`config.mk`:
```
export PLATFORM = sky130hd
export DESIGN_NAME = vga_fill_engine_flat
export DESIGN_NICKNAME = d
export VERILOG_FILES = /design/src/rtl/vga_fill_pkg.sv /design/src/rtl/vga_fill_engine_if.sv /design/src/rtl/fb_write_arbiter.sv /design/src/rtl/vga_fill_engine.sv /design/src/flat_wrapper.sv
export SDC_FILE = /design/constraint.sdc
export NUM_CORES = 1
export LEC_CHECK = 0
export BUFFER_PORTS_ARGS = -buffer_cell sky130_fd_sc_hd__clkbuf_2
export CAP_MARGIN = 5
export CELL_PAD_IN_SITES_DETAIL_PLACEMENT = 0
export CELL_PAD_IN_SITES_GLOBAL_PLACEMENT = 1
export CORE_AREA = 2 2 97 123
export CTS_BUF_LIST = sky130_fd_sc_hd__clkbuf_8
export DETAILED_ROUTE_END_ITERATION = 10
export DIE_AREA = 0 0 99 125
export PLACE_DENSITY = 0.8
export SYNTH_ARGS = -nofsm -noshare
export SYNTH_HDL_FRONTEND = slang
export SYNTH_SLANG_ARGS = --single-unit
```
`constraint.sdc`:
```
create_clock -name CLK -period 5.16 [get_ports CLK]
set_clock_uncertainty 0.2 [all_clocks]
set_input_delay 0.258 -clock CLK [delete_from_list [all_inputs] [get_ports CLK]]
set_output_delay 0.258 -clock CLK [all_outputs]
set_load 0.005 [all_outputs]
```
`src/rtl/vga_fill_pkg.sv`:
```
// Shared framebuffer geometry, fill FSM states and address packing.
package vga_fill_pkg;

  localparam int unsigned FB_W = 80;
  localparam int unsigned FB_H = 60;
  localparam int unsigned XW   = 7;
  localparam int unsigned YW   = 6;
  localparam int unsigned AW   = 13;
  localparam int unsigned CW   = 8;
  localparam int unsigned EW   = 8;

  typedef enum logic [1:0] {
    IDLE = 2'd0,
    CLIP = 2'd1,
    FILL = 2'd2,
    DONE = 2'd3
  } fill_state_t;

  // Framebuffer address is row-major with a power-of-two row pitch.
  function automatic logic [AW-1:0] fb_addr(input logic [XW-1:0] x, input logic [YW-1:0] y);
    return {y, x};
  endfunction

endpackage

```
`src/rtl/vga_fill_engine_if.sv`:
```
// Single-cycle framebuffer write port (enable, address, data).
interface vga_fill_engine_if;
  import vga_fill_pkg::*;

  logic          we;
  logic [AW-1:0] wa;
  logic [CW-1:0] wd;

  modport master (output we, wa, wd);
  modport slave  (input  we, wa, wd);
endinterface

```
`src/rtl/fb_write_arbiter.sv`:
```
// Fixed-priority CPU-over-engine mux feeding the registered framebuffer port.
module fb_write_arbiter
  import vga_fill_pkg::*;
(
  input  logic              CLK,
  input  logic              RST_N,
  vga_fill_engine_if.slave  cpu,
  vga_fill_engine_if.master fb,
  input  logic              eng_req_c,
  input  logic [AW-1:0]     eng_wa,
  input  logic [CW-1:0]     eng_wd,
  output logic              eng_grant_c
);

  // The engine only advances on cycles the CPU leaves the port free.
  assign eng_grant_c = eng_req_c & ~cpu.we;

  // Output register: CPU write, engine write, or an idle cycle.
  always_ff @(posedge CLK or negedge RST_N) begin
    if (!RST_N) begin
      fb.we <= 1'b0;
      fb.wa <= '0;
      fb.wd <= '0;
    end else if (cpu.we) begin
      fb.we <= 1'b1;
      fb.wa <= cpu.wa;
      fb.wd <= cpu.wd;
    end else if (eng_req_c) begin
      fb.we <= 1'b1;
      fb.wa <= eng_wa;
      fb.wd <= eng_wd;
    end else begin
      fb.we <= 1'b0;
    end
  end

endmodule

```
`src/rtl/vga_fill_engine.sv`:
```
// Rectangle-fill sequencer: clips a latched rectangle and walks it row-major.
module vga_fill_engine
  import vga_fill_pkg::*;
(
  input  logic              CLK,
  input  logic              RST_N,
  vga_fill_engine_if.slave  cpu,
  vga_fill_engine_if.master fb,
  input  logic              START,
  input  logic              ABORT,
  input  logic [XW-1:0]     X0,
  input  logic [YW-1:0]     Y0,
  input  logic [XW-1:0]     W,
  input  logic [YW-1:0]     H,
  input  logic [CW-1:0]     COLOR,
  output logic              BUSY,
  output logic              DONE
);

  fill_state_t   state, next_state;
  logic [XW-1:0] x0_q, x0_d, w_q, w_d, cx_q, cx_d;
  logic [YW-1:0] y0_q, y0_d, h_q, h_d, cy_q, cy_d;
  logic [CW-1:0] color_q, color_d;
  logic [EW-1:0] x_end_q, x_end_d, y_end_q, y_end_d;
  logic          last_q, last_d;
  logic [EW-1:0] x_sum_c, y_sum_c;
  logic          empty_c, eng_req_c, eng_grant_c;

  // Clip bounds and empty-rectangle detection from the latched request.
  always_comb begin
    x_sum_c = EW'(x0_q) + EW'(w_q);
    y_sum_c = EW'(y0_q) + EW'(h_q);
    empty_c = (w_q == '0) || (h_q == '0) ||
              (EW'(x0_q) >= EW'(FB_W)) || (EW'(y0_q) >= EW'(FB_H));
  end

  // State register.
  always_ff @(posedge CLK or negedge RST_N) begin
    if (!RST_N) state <= IDLE;
    else        state <= next_state;
  end

  // Next-state logic; last_q marks the cycle after the final pixel was granted.
  always_comb begin
    next_state = state;
    case (state)
      IDLE: if (START) next_state = CLIP;
      CLIP: if (ABORT || empty_c) next_state = vga_fill_pkg::DONE;
            else next_state = FILL;
      FILL: if (ABORT || last_q) next_state = vga_fill_pkg::DONE;
      default: next_state = IDLE;
    endcase
  end

  // Datapath next values and the engine write request.
  always_comb begin
    x0_d      = x0_q;
    y0_d      = y0_q;
    w_d       = w_q;
    h_d       = h_q;
    color_d   = color_q;
    x_end_d   = x_end_q;
    y_end_d   = y_end_q;
    cx_d      = cx_q;
    cy_d      = cy_q;
    last_d    = last_q;
    eng_req_c = 1'b0;
    case (state)
      IDLE: begin
        if (START) begin
          x0_d    = X0;
          y0_d    = Y0;
          w_d     = W;
          h_d     = H;
          color_d = COLOR;
        end
      end
      CLIP: begin
        x_end_d = (x_sum_c > EW'(FB_W)) ? EW'(FB_W) : x_sum_c;
        y_end_d = (y_sum_c > EW'(FB_H)) ? EW'(FB_H) : y_sum_c;
        cx_d    = x0_q;
        cy_d    = y0_q;
        last_d  = 1'b0;
      end
      FILL: begin
        eng_req_c = ~ABORT & ~last_q;
        if (eng_grant_c) begin
          if (EW'(cx_q) + EW'(1) == x_end_q) begin
            cx_d = x0_q;
            if (EW'(cy_q) + EW'(1) == y_end_q) last_d = 1'b1;
            else cy_d = cy_q + YW'(1);
          end else begin
            cx_d = cx_q + XW'(1);
          end
        end
      end
      default: last_d = 1'b0;
    endcase
  end

  // Datapath and status registers.
  always_ff @(posedge CLK or negedge RST_N) begin
    if (!RST_N) begin
      x0_q    <= '0;
      y0_q    <= '0;
      w_q     <= '0;
      h_q     <= '0;
      color_q <= '0;
      x_end_q <= '0;
      y_end_q <= '0;
      cx_q    <= '0;
      cy_q    <= '0;
      last_q  <= 1'b0;
      BUSY    <= 1'b0;
      DONE    <= 1'b0;
    end else begin
      x0_q    <= x0_d;
      y0_q    <= y0_d;
      w_q     <= w_d;
      h_q     <= h_d;
      color_q <= color_d;
      x_end_q <= x_end_d;
      y_end_q <= y_end_d;
      cx_q    <= cx_d;
      cy_q    <= cy_d;
      last_q  <= last_d;
      BUSY    <= (next_state != IDLE);
      DONE    <= (next_state == vga_fill_pkg::DONE);
    end
  end

  fb_write_arbiter u_arb (
    .CLK         (CLK),
    .RST_N       (RST_N),
    .cpu         (cpu),
    .fb          (fb),
    .eng_req_c   (eng_req_c),
    .eng_wa      (fb_addr(cx_q, cy_q)),
    .eng_wd      (color_q),
    .eng_grant_c (eng_grant_c)
  );

endmodule

```
`src/flat_wrapper.sv`:
```
// flat-port wrapper written by rule: the top's interface ports become plain ports
module vga_fill_engine_flat import vga_fill_pkg::*;
  (CLK, RST_N, START, ABORT, X0, Y0, W, H, COLOR, BUSY, DONE, cpu_we, cpu_wa, cpu_wd, fb_we, fb_wa, fb_wd);
  vga_fill_engine_if cpu_i ();
  vga_fill_engine_if fb_i ();
  input  logic CLK;
  input  logic RST_N;
  input  logic START;
  input  logic ABORT;
  input  logic [XW-1:0] X0;
  input  logic [YW-1:0] Y0;
  input  logic [XW-1:0] W;
  input  logic [YW-1:0] H;
  input  logic [CW-1:0] COLOR;
  output logic BUSY;
  output logic DONE;
  input wire logic [$bits(cpu_i.we)-1:0] cpu_we;
  input wire logic [$bits(cpu_i.wa)-1:0] cpu_wa;
  input wire logic [$bits(cpu_i.wd)-1:0] cpu_wd;
  output wire logic [$bits(fb_i.we)-1:0] fb_we;
  output wire logic [$bits(fb_i.wa)-1:0] fb_wa;
  output wire logic [$bits(fb_i.wd)-1:0] fb_wd;
  assign cpu_i.we = cpu_we;
  assign cpu_i.wa = cpu_wa;
  assign cpu_i.wd = cpu_wd;
  assign fb_we = fb_i.we;
  assign fb_wa = fb_i.wa;
  assign fb_wd = fb_i.wd;
  vga_fill_engine u_core (.CLK(CLK), .RST_N(RST_N), .cpu(cpu_i), .fb(fb_i), .START(START), .ABORT(ABORT), .X0(X0), .Y0(Y0), .W(W), .H(H), .COLOR(COLOR), .BUSY(BUSY), .DONE(DONE));
endmodule
```
Yosys cells after proc, flatten, opt, wreduce, memory -nomap -nowiden
Cells that the tools add are included. Widths: inputs -> output; s select.

$add $sub $neg: 6. $mul: 0. Div/mod/pow operators: 0. $lt $le $gt $ge: 4. Equal/unequal tests: 9. Shift-type cells: 0. Mux-type cells: 24. Bitwise logic cells: 6. Reductions and logical operators: 15.

Operator list (number): $mux 8 (4); $mux 13 (2); $mux 6 (3); $eq 8x8->1 (2); $mux 7 (2); $pmux 7 s2 (1); $pmux 6 s2 (1); $add 7x1->8 const B (1); $add 7x7->8 (1); $gt 8x6->1 const B (1); $gt 8x7->1 const B (1); $reduce_and 4->1 (2); $add 6x1->7 const B (1); $add 6x6->7 (1); $add 7x1->7 const B (1); $ge 7x7->1 const B (1); $logic_not 7->1 (1); $mux 1 (7); $add 6x1->6 const B (1); $ge 6x6->1 const B (1); $logic_not 6->1 (1); $ne 2x1->1 const B (3); $pmux 2 s3 (1); $reduce_bool 2->1 (3); other kinds (10) (21).

Flip-flop bits (word level): 90. Latch bits: 0. Bits in writable memories: 0. Memory bits (read-only): 0. Input port bits: 60. Output and inout bits: 24. Word-level logic and storage cells: 80. Memories: 0.

Logic depth before layout (Yosys ltp)
Depth in word-level cells: 8. Gate-level depth with buffers: 9.

Cells and area by module
From an unflattened synthesis, not the netlist that was laid out.

Cells, all modules: 486. Area total of the unflattened synthesis: 5008.6 µm².

By module, submodules not included: vga_fill_engine (times used 1, cells an instance 391, area each 3973.8 µm²); fb_write_arbiter (times used 1, cells an instance 95, area each 1034.7 µm²).

Least setup slack after synthesis
Ideal clock, no wire load.

Path kind: register -> register. Start point: register u_core.cy_q[1]. End point: register u_core.cy_q[2]. Setup time: 123 ps. Arrival time: 2302 ps. Required time: 4837 ps. Slack: 2535 ps. Stages on the path, launching flop included: 9. Buffers on the path: 1. Path through: dfrtp_1 ha_1 buf_6 xnor2_1 xnor2_1 or4_4 a311o_1 a211o_1 o221a_2.

Cells in the longest elaborated chain, start to end: 5.

RTL lines: start: declaration (RTL line vga_fill_engine.sv:22) `logic [YW-1:0] y0_q, y0_d, h_q, h_d, cy_q, cy_d;`; start signal: assignment (RTL line vga_fill_engine.sv:125) `cy_q <= cy_d;`; parallel branches: the longest is 5 deep, another holds $add 6x1->7.

Several ways; the timed one is not identified. The select of a mux whose other input is x is not followed. A chain may end at the register's enable or synchronous reset.

Worst setup path after layout
Start point: register u_core.state[0]. End point: register u_core.cx_q[6].

Cells in the longest elaborated chain, start to end: 5.

RTL lines: start: declaration (RTL line vga_fill_engine.sv:20) `fill_state_t state, next_state;`; start signal: assignment (RTL line vga_fill_engine.sv:40) `else state <= next_state;`; $eq 2x2->1 (RTL line vga_fill_engine.sv:68) `case (state)`; $mux 1 (RTL line vga_fill_engine.sv:68); $and 1x1->1 (RTL line fb_write_arbiter.sv:16) `assign eng_grant_c = eng_req_c & ~cpu.we;`; $ne 2x1->1 (no source line); $reduce_and 2->1 (no source line); end signal: assignment (RTL line vga_fill_engine.sv:111) `cx_q <= '0;`; end signal: assignment (RTL line vga_fill_engine.sv:124) `cx_q <= cx_d;`; end: declaration (RTL line vga_fill_engine.sv:21) `logic [XW-1:0] x0_q, x0_d, w_q, w_d, cx_q, cx_d;`.

Parallel ways exist; a longest one is shown, timed or not.

==> results.tsv <==
metric	value	unit
met1Wirelength	5070	microns
crit_buf_inv	2	
grt_max_degree	56	
via_per_inst	5.67	
hp-start	START	
crit_fanout	22	
synthSimpleGateAreaFrac	11.0	%
final_nets	681	
crit_cells	7	
fin_setup_tns	0	ps
worstSkewPairLatency	370	ps
fp.dieArea	12400	sq um
synth_edf_count	0	
nFillCells	992	
worstPathCellList	inv_1, ha_1, inv_1, a21oi_1, nor3_1, a32o_1, a311o_1	
dr_wl_met3	467	microns
synthTopCellsByArea	dfrtp_1 (45%), mux2_2 (7.7%), ha_1 (4.8%)	
ff2ff_setup_slack	1900	ps
first_pass_iters	6	
reg2reg_to	u_core.cx_q[6]	
setup.worst_path.end_class	register	
worstReg2RegStart	u_core.state[0]	
ys_top_cells_by_count	dfrtp_1 (89), inv_1 (47), mux2_2 (34), a21oi_1 (24), nor2_1 (20)	
hold_path.class	input port to register	
synth_compound_area_share	19.8	%
max-clock-path-buffers	2	
grt_pass1_wl	21100	microns
max_freq	307	MHz
finalCritPeriodShare	63.2	%
port_buffers	83	
routed_wl	12700	microns
wl_per_cell	17.1	microns
topRoutingLayerUsed	met4	
synth_top_cell_area_share	44.9	%
async_flop_share	100	%
drtAntennaViolNets	0	
ys_types	67	
critPathLaunch	u_core.state[0]	
dpl.hpwl	8830	microns
die_w	99	microns
ys.flop_type	dfrtp_1	
gp_congestion	0.845	
p_leak	0.00281	uW
syn_area	4950	sq um
crit_family	compound AO/OA/AOI/OAI gates	
cts_tree	done	
tightest_slew	823	ps
synth_top_family_by_area	compound AO/OA/AOI/OAI gates	
cts.sinks	89	
met2WireLength	6820	microns
antenna_found_initial	0	
rows	44	
core	11300	sq um
p_total	3670	uW
route.vias.total	4210	
synth_fa_ha_area_share	5.61	%
cp.arrival	3320	ps
crit_path_max_incr_delay	740	ps
peakVddDrop	0.386	mV
slew_headroom	45.1	%
netlist_instances	472	
crit_end	u_core.cx_q[6]	
synthXorXnorAreaFrac	3.89	%
cts-htree-levels	3	
finalCriticalPeriod	3260	ps
gr-total-overflow	0	
rsz0062_at_grt	false	
synth-warning-count	0	
drc	0	
cpMostUsedCell	inv_1	
outcome	completed	
cts_resized	0	
yosysMostFrequentCell	dfrtp_1	
crit_slowest_cell	a21oi_1	
final-hold-violation-count	0	
syn_avg_cell_area	10.5	sq um
worstSetupPathType	register to register	
antenna_cells	0	
power_density	595	nW/um^2
final_layout_size_suffix_gt1_share	24.5	%
worst-r2r-cell-count	7	
syn2layout_area_growth	24.5	%
setup_viol	0	
cap_violations	0	
clock-root-buffer	clkbuf_8	
initial_utilization	43.9	%
postSynthRegisterBits	89	
yosysSeqAreaShare	44.9	%
numCtsBuffers	9	
boundaryPins	84	
clk_pin_slew_worst_paths	100	ps
grt_pass1_vias	4345	
crit_required	5220	ps
slew_viol_final	0	
drt_iter0_drc	198	
synth_top_area_cell	dfrtp_1	
start_kind	register	
die-height	125	microns
synth_fp_nets	553	
muxShareOfSynthArea	7.73	%
grt_usage	21.4	%
[kinds of logic (layout without fill, tap and decap cells)]
group / after synthesis / in the layout
compound gates: 128 / 128
xor+xnor: 22 / 22
fa+ha+maj: 21 / 21
buf+inv: 74 / 207
flops: 89 / 89
mux: 34 / 34
simple gates: 104 / 104
[worst min-delay path by stage]
stage	endpoint	slack, ps	depth (start not counted)
after floorplan	u_core.BUSY	-240	0
after global placement	u_core.u_arb.fb.wa[9]	40	1
after detailed placement	u_core.u_arb.fb.wa[9]	50	1
after CTS	u_core.state[1]	30	4
after global routing	u_core.state[1]	70	4
final	u_core.state[1]	50	4
[layout make-up]
| cell class | instances | area [sq um] | share of cell area, % |
|---|---|---|---|
| Clock buffer | 9 | 124 | 2.01 |
| Clock inverter | 7 | 62.6 | 1.01 |
| Inverter | 47 | 176 | 2.86 |
| Multi-Input combinational cell | 309 | 2390 | 38.7 |
| Sequential cell | 89 | 2230 | 36.1 |
| Tap cell | 138 | 173 | 2.80 |
| Timing Repair Buffer | 144 | 1020 | 16.5 |
[timing repair]
action	4_1_cts	5_1_grt
endpoints found under the hold margin	89	0
setup buffers	0	0
hold buffers	56	0
[tightest hold or removal path, cell delays in order]
cell	delay (ps)
clkbuf_2	90
inv_1	50
a31oi_1	110
nor2_1	80
[layer usage]
| layer | global-route usage (%) | vias to the layer above |
|---|---|---|
| met3 | 4.92 | 22 |
| met2 | 37.8 | 92 |
| li1 | - | 2008 |
| met1 | 25.4 | 2088 |
| met5 | 0 | - |
| met4 | 7.33 | 0 |
[power by group]
group | leakage (uW) | total [uW] | switching [uW] | internal, uW
combinational | 0.00165 | 1880 | 986 | 896
clock | 0.0000916 | 460 | 275 | 186
sequential | 0.00106 | 1320 | 340 | 984
[state kept, by name, summed over array words and instances (netlist names)]
| name | count |
|---|---|
| u_core.BUSY | 1 |
| u_core.DONE | 1 |
| u_core.color_q | 8 |
| u_core.cx_q | 7 |
| u_core.cy_q | 6 |
| u_core.h_q | 6 |
| u_core.last_q | 1 |
| u_core.state | 2 |
| u_core.u_arb.fb.wa | 13 |
| u_core.u_arb.fb.wd | 8 |
| u_core.u_arb.fb.we | 1 |
| u_core.w_q | 7 |
| u_core.x0_q | 7 |
| u_core.x_end_q | 8 |
| u_core.y0_q | 6 |
| u_core.y_end_q | 7 |
[through the flow]
| stage | hold slack, ps | instance area, sq um | std cells | util [%] | worst slack [ps] |
|---|---|---|---|---|---|
| CTS | 28.6 | 6170 | 743 | 54.6 | 1920 |
| detailed placement | 48.2 | 5420 | 671 | 48.0 | 1950 |
| finish | 50.5 | 6170 | 743 | 54.6 | 1900 |
| global route | 72.8 | 6170 | 743 | 54.6 | 1630 |
| global placement | 40.6 | 5420 | 671 | 48.0 | 2070 |
| floorplan | -238 | 4950 | 472 | - | 2540 |
[cell usage in the layout (no fill, tap or decap), types with 4 or more instances in the layout]
cell type	count
nand2_1	17
a21o_1	4
or3_1	5
nor2b_1	7
o41ai_1	4
a311o_1	4
nand4_1	4
clkbuf_8	9
nand3_1	12
inv_1	47
xor2_1	8
clkbuf_2	82
o22a_1	4
o211ai_1	7
and3_1	4
o22ai_1	5
ha_1	19
o32ai_1	4
dfrtp_1	89
dlygate4sd3_1	56
o21a_1	4
a222oi_1	16
a31oi_1	4
a21oi_1	24
buf_4	6
xnor2_1	14
mux2_2	34
nor2_1	20
o21ai_0	12
nor3_1	15
Power figures use the tool's default switching activity.
